===== config.mk =====
export PLATFORM = sky130hd
export DESIGN_NAME = rst_seq_ctrl
export DESIGN_NICKNAME = d
export VERILOG_FILES = /design/src/rtl/rst_seq_ctrl.sv
export SDC_FILE = /design/constraint.sdc
export NUM_CORES = 1
export LEC_CHECK = 0
export CORE_UTILIZATION = 52
export DETAILED_ROUTE_END_ITERATION = 6
export GPL_ROUTABILITY_DRIVEN = 0
export GPL_TIMING_DRIVEN = 0
export PLACE_DENSITY = 0.83
export SYNTH_ARGS = -nofsm -noshare
export SYNTH_HDL_FRONTEND = slang
export SYNTH_SLANG_ARGS = --single-unit

===== constraint.sdc =====
create_clock -name clk -period 2.05 [get_ports clk]
set_clock_uncertainty 0.1 [all_clocks]
set_input_delay 0.41 -clock clk [delete_from_list [all_inputs] [get_ports clk]]
set_output_delay 0.41 -clock clk [all_outputs]
set_load 0.02 [all_outputs]

===== src/rtl/rst_seq_ctrl.sv =====
// Purpose: PLL-lock-qualified reset sequencer; releases CHANNELS active-low domain resets in order.
// Latency: sys_rst_n[i] rises 2 + LOCK_STABLE + (i+1)*STAGE_DELAY edges after lock is first sampled.
// Backpressure: none; free-running, inputs are level-sampled every cycle.
//
// Ports:
//   clk           free-running board clock (independent of the PLL)
//   rst_n         asynchronous active-low global reset
//   pll_locked    PLL lock flag, asynchronous to clk (synchronised internally)
//   soft_rst_req  synchronous level-sampled soft reset request
//   sys_rst_n     per-domain active-low resets, bit 0 released first
//   seq_done      high while every channel is released
//   locked_sync   synchronised pll_locked
//   lock_lost_cnt saturating count of lock losses seen after lock qualification
module rst_seq_ctrl #(
    parameter int CHANNELS    = 4,
    parameter int STAGE_DELAY = 1000,
    parameter int LOCK_STABLE = 256,
    parameter int HOLD_CYCLES = 16,
    parameter int CNT_W       = 8
) (
    input  logic                clk,
    input  logic                rst_n,
    input  logic                pll_locked,
    input  logic                soft_rst_req,
    output logic [CHANNELS-1:0] sys_rst_n,
    output logic                seq_done,
    output logic                locked_sync,
    output logic [CNT_W-1:0]    lock_lost_cnt
);

    // Counter widths: each counter only ever reaches its terminal value, which is compared exactly.
    localparam int SW = (LOCK_STABLE > 1) ? $clog2(LOCK_STABLE) : 1;
    localparam int DW = (STAGE_DELAY > 1) ? $clog2(STAGE_DELAY) : 1;
    localparam int HW = (HOLD_CYCLES > 1) ? $clog2(HOLD_CYCLES) : 1;
    localparam int CW = (CHANNELS > 1)    ? $clog2(CHANNELS)    : 1;

    localparam logic [SW-1:0]       STAB_LAST = SW'(LOCK_STABLE - 1);
    localparam logic [DW-1:0]       DLY_LAST  = DW'(STAGE_DELAY - 1);
    localparam logic [HW-1:0]       HOLD_LAST = HW'(HOLD_CYCLES - 1);
    localparam logic [CW-1:0]       CH_LAST   = CW'(CHANNELS - 1);
    localparam logic [CHANNELS-1:0] CH_ONE    = CHANNELS'(1);
    localparam logic [CNT_W-1:0]    CNT_MAX   = {CNT_W{1'b1}};

    typedef enum logic [2:0] {
        WAIT_LOCK,
        STABLE,
        RELEASE,
        RUN,
        HOLD
    } state_t;

    state_t               state_q;
    logic [1:0]           sync_q;
    logic [SW-1:0]        stab_cnt_q;
    logic [DW-1:0]        dly_cnt_q;
    logic [HW-1:0]        hold_cnt_q;
    logic [CW-1:0]        ch_idx_q;
    logic [CHANNELS-1:0]  sys_rst_n_q;
    logic                 seq_done_q;
    logic [CNT_W-1:0]     lost_cnt_q;
    logic                 locked_s;

    assign locked_s = sync_q[1];

    // Two-flop synchroniser for the asynchronous lock flag.
    always_ff @(posedge clk or negedge rst_n) begin
        if (!rst_n) begin
            sync_q <= 2'b00;
        end else begin
            sync_q <= {sync_q[0], pll_locked};
        end
    end

    always_ff @(posedge clk or negedge rst_n) begin
        if (!rst_n) begin
            state_q     <= WAIT_LOCK;
            stab_cnt_q  <= '0;
            dly_cnt_q   <= '0;
            hold_cnt_q  <= '0;
            ch_idx_q    <= '0;
            sys_rst_n_q <= '0;
            seq_done_q  <= 1'b0;
            lost_cnt_q  <= '0;
        end else begin
            case (state_q)
                WAIT_LOCK: begin
                    if (locked_s) begin
                        state_q    <= STABLE;
                        stab_cnt_q <= '0;
                    end
                end

                // A drop here is treated as a lock glitch and is not counted.
                STABLE: begin
                    if (!locked_s) begin
                        state_q <= WAIT_LOCK;
                    end else if (stab_cnt_q == STAB_LAST) begin
                        state_q   <= RELEASE;
                        ch_idx_q  <= '0;
                        dly_cnt_q <= '0;
                    end else begin
                        stab_cnt_q <= stab_cnt_q + SW'(1);
                    end
                end

                RELEASE, RUN, HOLD: begin
                    // Lock loss takes priority over a soft reset on the same edge.
                    if (!locked_s) begin
                        state_q     <= WAIT_LOCK;
                        sys_rst_n_q <= '0;
                        seq_done_q  <= 1'b0;
                        if (lost_cnt_q != CNT_MAX) begin
                            lost_cnt_q <= lost_cnt_q + CNT_W'(1);
                        end
                    end else if (soft_rst_req && (state_q != HOLD)) begin
                        state_q     <= HOLD;
                        hold_cnt_q  <= '0;
                        sys_rst_n_q <= '0;
                        seq_done_q  <= 1'b0;
                    end else if (state_q == RELEASE) begin
                        if (dly_cnt_q == DLY_LAST) begin
                            sys_rst_n_q <= sys_rst_n_q | (CH_ONE << ch_idx_q);
                            dly_cnt_q   <= '0;
                            if (ch_idx_q == CH_LAST) begin
                                state_q    <= RUN;
                                seq_done_q <= 1'b1;
                            end else begin
                                ch_idx_q <= ch_idx_q + CW'(1);
                            end
                        end else begin
                            dly_cnt_q <= dly_cnt_q + DW'(1);
                        end
                    end else if (state_q == HOLD) begin
                        // Lock is still qualified, so resume straight at channel 0.
                        if (hold_cnt_q == HOLD_LAST) begin
                            state_q   <= RELEASE;
                            ch_idx_q  <= '0;
                            dly_cnt_q <= '0;
                        end else begin
                            hold_cnt_q <= hold_cnt_q + HW'(1);
                        end
                    end
                end

                default: begin
                    state_q     <= WAIT_LOCK;
                    sys_rst_n_q <= '0;
                    seq_done_q  <= 1'b0;
                end
            endcase
        end
    end

    assign sys_rst_n     = sys_rst_n_q;
    assign seq_done      = seq_done_q;
    assign locked_sync   = locked_s;
    assign lock_lost_cnt = lost_cnt_q;

endmodule

# Word level (Yosys, flattened, before mapping)
# Cells that the tools add are included.
# op_classes
n_shift	1
reduce_logical	15
n_mux	49
addsub	5
eq_ne	30
bitwise	3
# op_table
cell	n
two-way mux 10 bit	8
two-way mux 4 bit	8
two-way mux 3 bit	10
two-way mux 8 bit	3
!= test 5 bit (second input constant)	4
one-hot mux 10 bit (2 select lines)	1
two-way mux 2 bit	9
!= test 3 bit (second input constant)	6
adder 8 x 1 -> 8 bit (second input constant)	2
!= test 2 bit (second input constant)	8
one-hot mux 8 bit (2 select lines)	1
!= test 4 bit (second input constant)	3
adder 10 x 1 -> 10 bit (second input constant)	1
== test 10 bit (second input constant)	1
one-hot mux 3 bit (3 select lines)	1
AND reduction 9 bit	1
== test 8 bit (second input constant)	1
!= test 8 bit (second input constant)	1
one-hot mux 4 bit (2 select lines)	1
AND reduction 4 bit	2
AND reduction 7 bit	1
== test 3 x 2 -> 1 bit (second input constant)	2
AND reduction 3 bit	2
AND reduction 6 bit	1
other kinds (18)	25
# totals
word_cells	112
ff_bits	42
input_bits	4

# Longest topological paths before layout
# depth
depth_word	7
mapped_depth	7
depth_no_buf	6

# Least setup slack after synthesis
# OpenSTA, ideal clock, no wires.
# synth_path
path_kind	reg-to-reg
startpoint	register state_q[0]
endpoint	register dly_cnt_q[6]
required_time_ns	1.846
slack_ns	0.038
n_path_buf	2
stages_incl_launch_ff	8
period_less_slack_ns	2.012
setup_ns	0.104
arrival_ns	1.809
cell_sequence	dfrtp_1 -> buf_4 -> or3b_4 -> o22ai_4 -> o21ai_4 -> or2_0 -> buf_2 -> o41ai_2
# synth_via
elab_chain_len	5
# synth_rtl
element	line	text
start: declaration	52	state_t state_q;
start signal: assignment	76	state_q <= WAIT_LOCK;
start signal: assignment	88	state_q <= STABLE;
start signal: assignment	96	state_q <= WAIT_LOCK;
== test 3 x 2 -> 1 bit	85, 120	
two-way mux 10 bit	120	end else if (state_q == RELEASE) begin
two-way mux 10 bit	115	end else if (soft_rst_req && (state_q != HOLD)) begin
two-way mux 10 bit	108	if (!locked_s) begin
one-hot mux 10 bit (2 select lines)	85	case (state_q)
end signal: assignment	131	dly_cnt_q <= dly_cnt_q + DW'(1);
end: declaration	55	logic [DW-1:0] dly_cnt_q;
# Several ways; a longest one is shown, not always the timed one. The select of a mux whose other input is x is not followed.
# A chain may end at the register's enable or synchronous reset.

# Worst setup path after layout
# layout_path
startpoint	register state_q[0]
endpoint	register dly_cnt_q[9]
# Same word-level chain as after synthesis.

==> flow_metrics.tcl <==
set metrics [dict create \
    status "finished, violations left" \
    violations "negative setup slack" \
    drive_gt1_share_pct 21.3 \
    switching_share_pct 31.1 \
    grt_antenna_before_repair 0 \
    fin_cells 317 \
    worst_slack_ns -0.0379 \
    power.net_switching_uw 838 \
    required_ns 2.19 \
    cts_tree "done" \
    die-area_mm2 0.00461 \
    syn_area_per_cell_um2 9.86 \
    power_frac_comb_pct 29.4 \
    drt_first_iter_violations 145 \
    cellLeakagePower_uw 0.00124 \
    grt_max_degree 27 \
    numClockSinks 42 \
    period_needed_ns 2.09 \
    setup_violations 2 \
    seqPwrFrac_pct 40.7 \
    syn_inst 229 \
    max_freq_mhz 479 \
    rows 23 \
    ys_seq_elements 42 \
    startpoint_type "flop" \
    drv_cap 0 \
    async_reset_ff_share_pct 100 \
    wl_per_cell_um 15.9 \
    end_kind "flop" \
    synth_area_mm2 0.00226 \
    drtAntennaViolNets 0 \
    fin_util_pct 70.5 \
    hold_violations 0 \
    wl_um 5050 \
    port_buffers 17 \
    yosysSeqAreaShare_pct 46.6 \
    synth_top_area_cell "dfrtp_1" \
    synth_edf_count 0 \
    rsz0062_at_grt "true" \
    vias_per_cell 6.01 \
    clockBufferDepth 2 \
    cp_slowest_cell "or3b_4" \
    yosysTopAreaCellShare_pct 46.6 \
    start_util_pct 55.2 \
    grt_pass1_wl_um 7840 \
    yosysMostFrequentCell "dfrtp_1" \
    overflow 0 \
    clk_latency_ns 0.30 \
    worstPathArrival_ns 2.23 \
    dr_wl_met2_um 2620 \
    grt_pass1_vias 1770 \
    criticalPathCategory "flop to flop" \
    power.total_uw 2700 \
    coreArea_mm2 0.00409 \
    ys_types 49 \
    powerDensity_mw_per_mm2 936 \
    maxSlewHeadroom_pct 53.7 \
    clkTransAtPathRegs_ns 0.08 \
    min_period_over_period_pct 102 \
    critPathTopFamily "simple AND/OR/NAND/NOR gates" \
    fin_nets 278 \
    synthToLayoutAreaGrowth_pct 27.7 \
    cts_root_buffer "clkbuf_8" \
    htreeDepth 2 \
    yosys_warnings 0 \
    wl_met1_um 2150 \
    dp_cells 297 \
    die_x_um 67.9 \
    tns_ns -0.0400 \
    yosys-top-cells-count "dfrtp_1 (42), nor2_1 (23), o21ai_0 (21)" \
    dp.final_hpwl_um 3060 \
    power.clock.fraction_pct 29.9 \
    ys.flop_type "dfrtp_1" \
    wl_met3_um 168 \
    synth.area.top_cells "dfrtp_1 (47%), o21ai_0 (4.7%), ha_1 (4.4%), xnor2_1 (3.9%), nor2_1 (3.8%)" \
    peakVddDrop_mv 0.708 \
    critPathMaxStageDelay_ns 0.42 \
    path_buf_inv 2 \
    ios 18 \
    min_path_type "flop to flop" \
    drtPass1Iterations 4 \
    syn-num-nets 241 \
    tightest_slew_ns 0.689 \
    slew_violations 0 \
    pre_cts_ws_ns -0.198 \
    crit_chain "buf_6, or3b_4, o22ai_4, o21ai_4, buf_4, nor4_4, mux2_4" \
    gr-usage-all-layers_pct 22.8 \
    cts_made_buffers 5 \
    route.detailed.drc 0 \
    cp_max_fo 7 \
    top_layer_used "met4" \
    fp.dieH_um 67.9 \
    p_int_uw 1860 \
    vias 1906 \
    diodes 0 \
]
## cell type report
class,count,area (um2)
buffer,8,60.1
tap,50,62.6
sequential,42,1050
inverter,13,48.8
clock buffer,6,82.6
clock inverter,2,60.1
multi-input combinational,165,1230
timing repair buffer,31,285
fill,298,1200
## placed cells by master (no fill, tap or decap), drive strengths merged, types with 2 or more instances in the layout
cell,n
dfrtp,42
nor2,24
o21ai,22
buf,20
clkdlybuf4s50,16
inv,13
a21oi,11
nand4,10
xnor2,10
nand3,9
nand2,9
ha,8
clkbuf,8
o31ai,6
and3,5
nor3,4
nand3b,4
a21o,3
nor3b,3
or3,3
mux2,3
o41ai,3
or3b,2
and4,2
o2111ai,2
xor2,2
a211oi,2
a31oi,2
bufinv,2
nor4,2
## stage by stage
step | instance area (um2) | hold WS [ns]
3_3_place_gp | 2490 | 0.231
2_1_floorplan | 2260 | 0.0144
4_1_cts | 2750 | 0.261
5_1_grt | 2880 | 0.274
3_5_place_dp | 2500 | 0.244
6_report | 2880 | 0.257
## metal layers
metal  global-route usage (%)  vias up
met5                        0        -
li1                         -      913
met1                     28.8      929
met4                     8.85        0
met2                     38.0       49
met3                     5.00       15
## state kept, by name, summed over array words and instances (netlist names)
signal / flops
state_q: 3
hold_cnt_q: 4
stab_cnt_q: 8
dly_cnt_q: 10
lock_lost_cnt: 8
sync_q: 2
sys_rst_n: 4
seq_done: 1
ch_idx_q: 2
## path summary, 6_finish.rpt
check	start	depth (start not counted)	endpoint	slack (ns)
hold / removal	sync_q[0]	0	sync_q[1]	0.26
setup / recovery	state_q[0]	7	dly_cnt_q[9]	-0.04
setup reg to reg	state_q[0]	7	dly_cnt_q[9]	-0.04
min in group asynchronous	rst_n	2	dly_cnt_q[2]	0.46
max in group asynchronous	rst_n	3	stab_cnt_q[1]	0.91
hold reg to reg	sync_q[0]	0	sync_q[1]	0.26
## power groups by stage
| stage | Sequential (uW) | Combinational [uW] | Clock (uW) |
|---|---|---|---|
| after global routing | 1120 | 877 | 844 |
| after CTS | 1090 | 702 | 817 |
| after detailed placement | 1100 | 647 | 0 |
| after floorplan | 1110 | 421 | 0 |
| final | 1100 | 793 | 807 |
| after global placement | 1090 | 621 | 0 |
## logic make-up (layout without fill, tap and decap cells)
kind of cell / count (synthesis) / after routing / share of synthesized area [%]
buf+inv: 22 / 60 / 4.05
xor+xnor: 12 / 12 / 4.66
compound gates: 59 / 59 / 18.3
mux: 3 / 3 / 1.50
flops: 42 / 42 / 46.6
simple gates: 83 / 83 / 20.5
fa+ha+maj: 8 / 8 / 4.43
## timing repair
item                                   4_1_cts  5_1_grt
hold buffers                                 1        0
pin swaps                                    6        8
setup buffers                                6        6
setup endpoints to repair                   21       23
endpoints found under the hold margin       16        0
gates resized for setup                     13       29
Power figures use the tool's default switching activity.
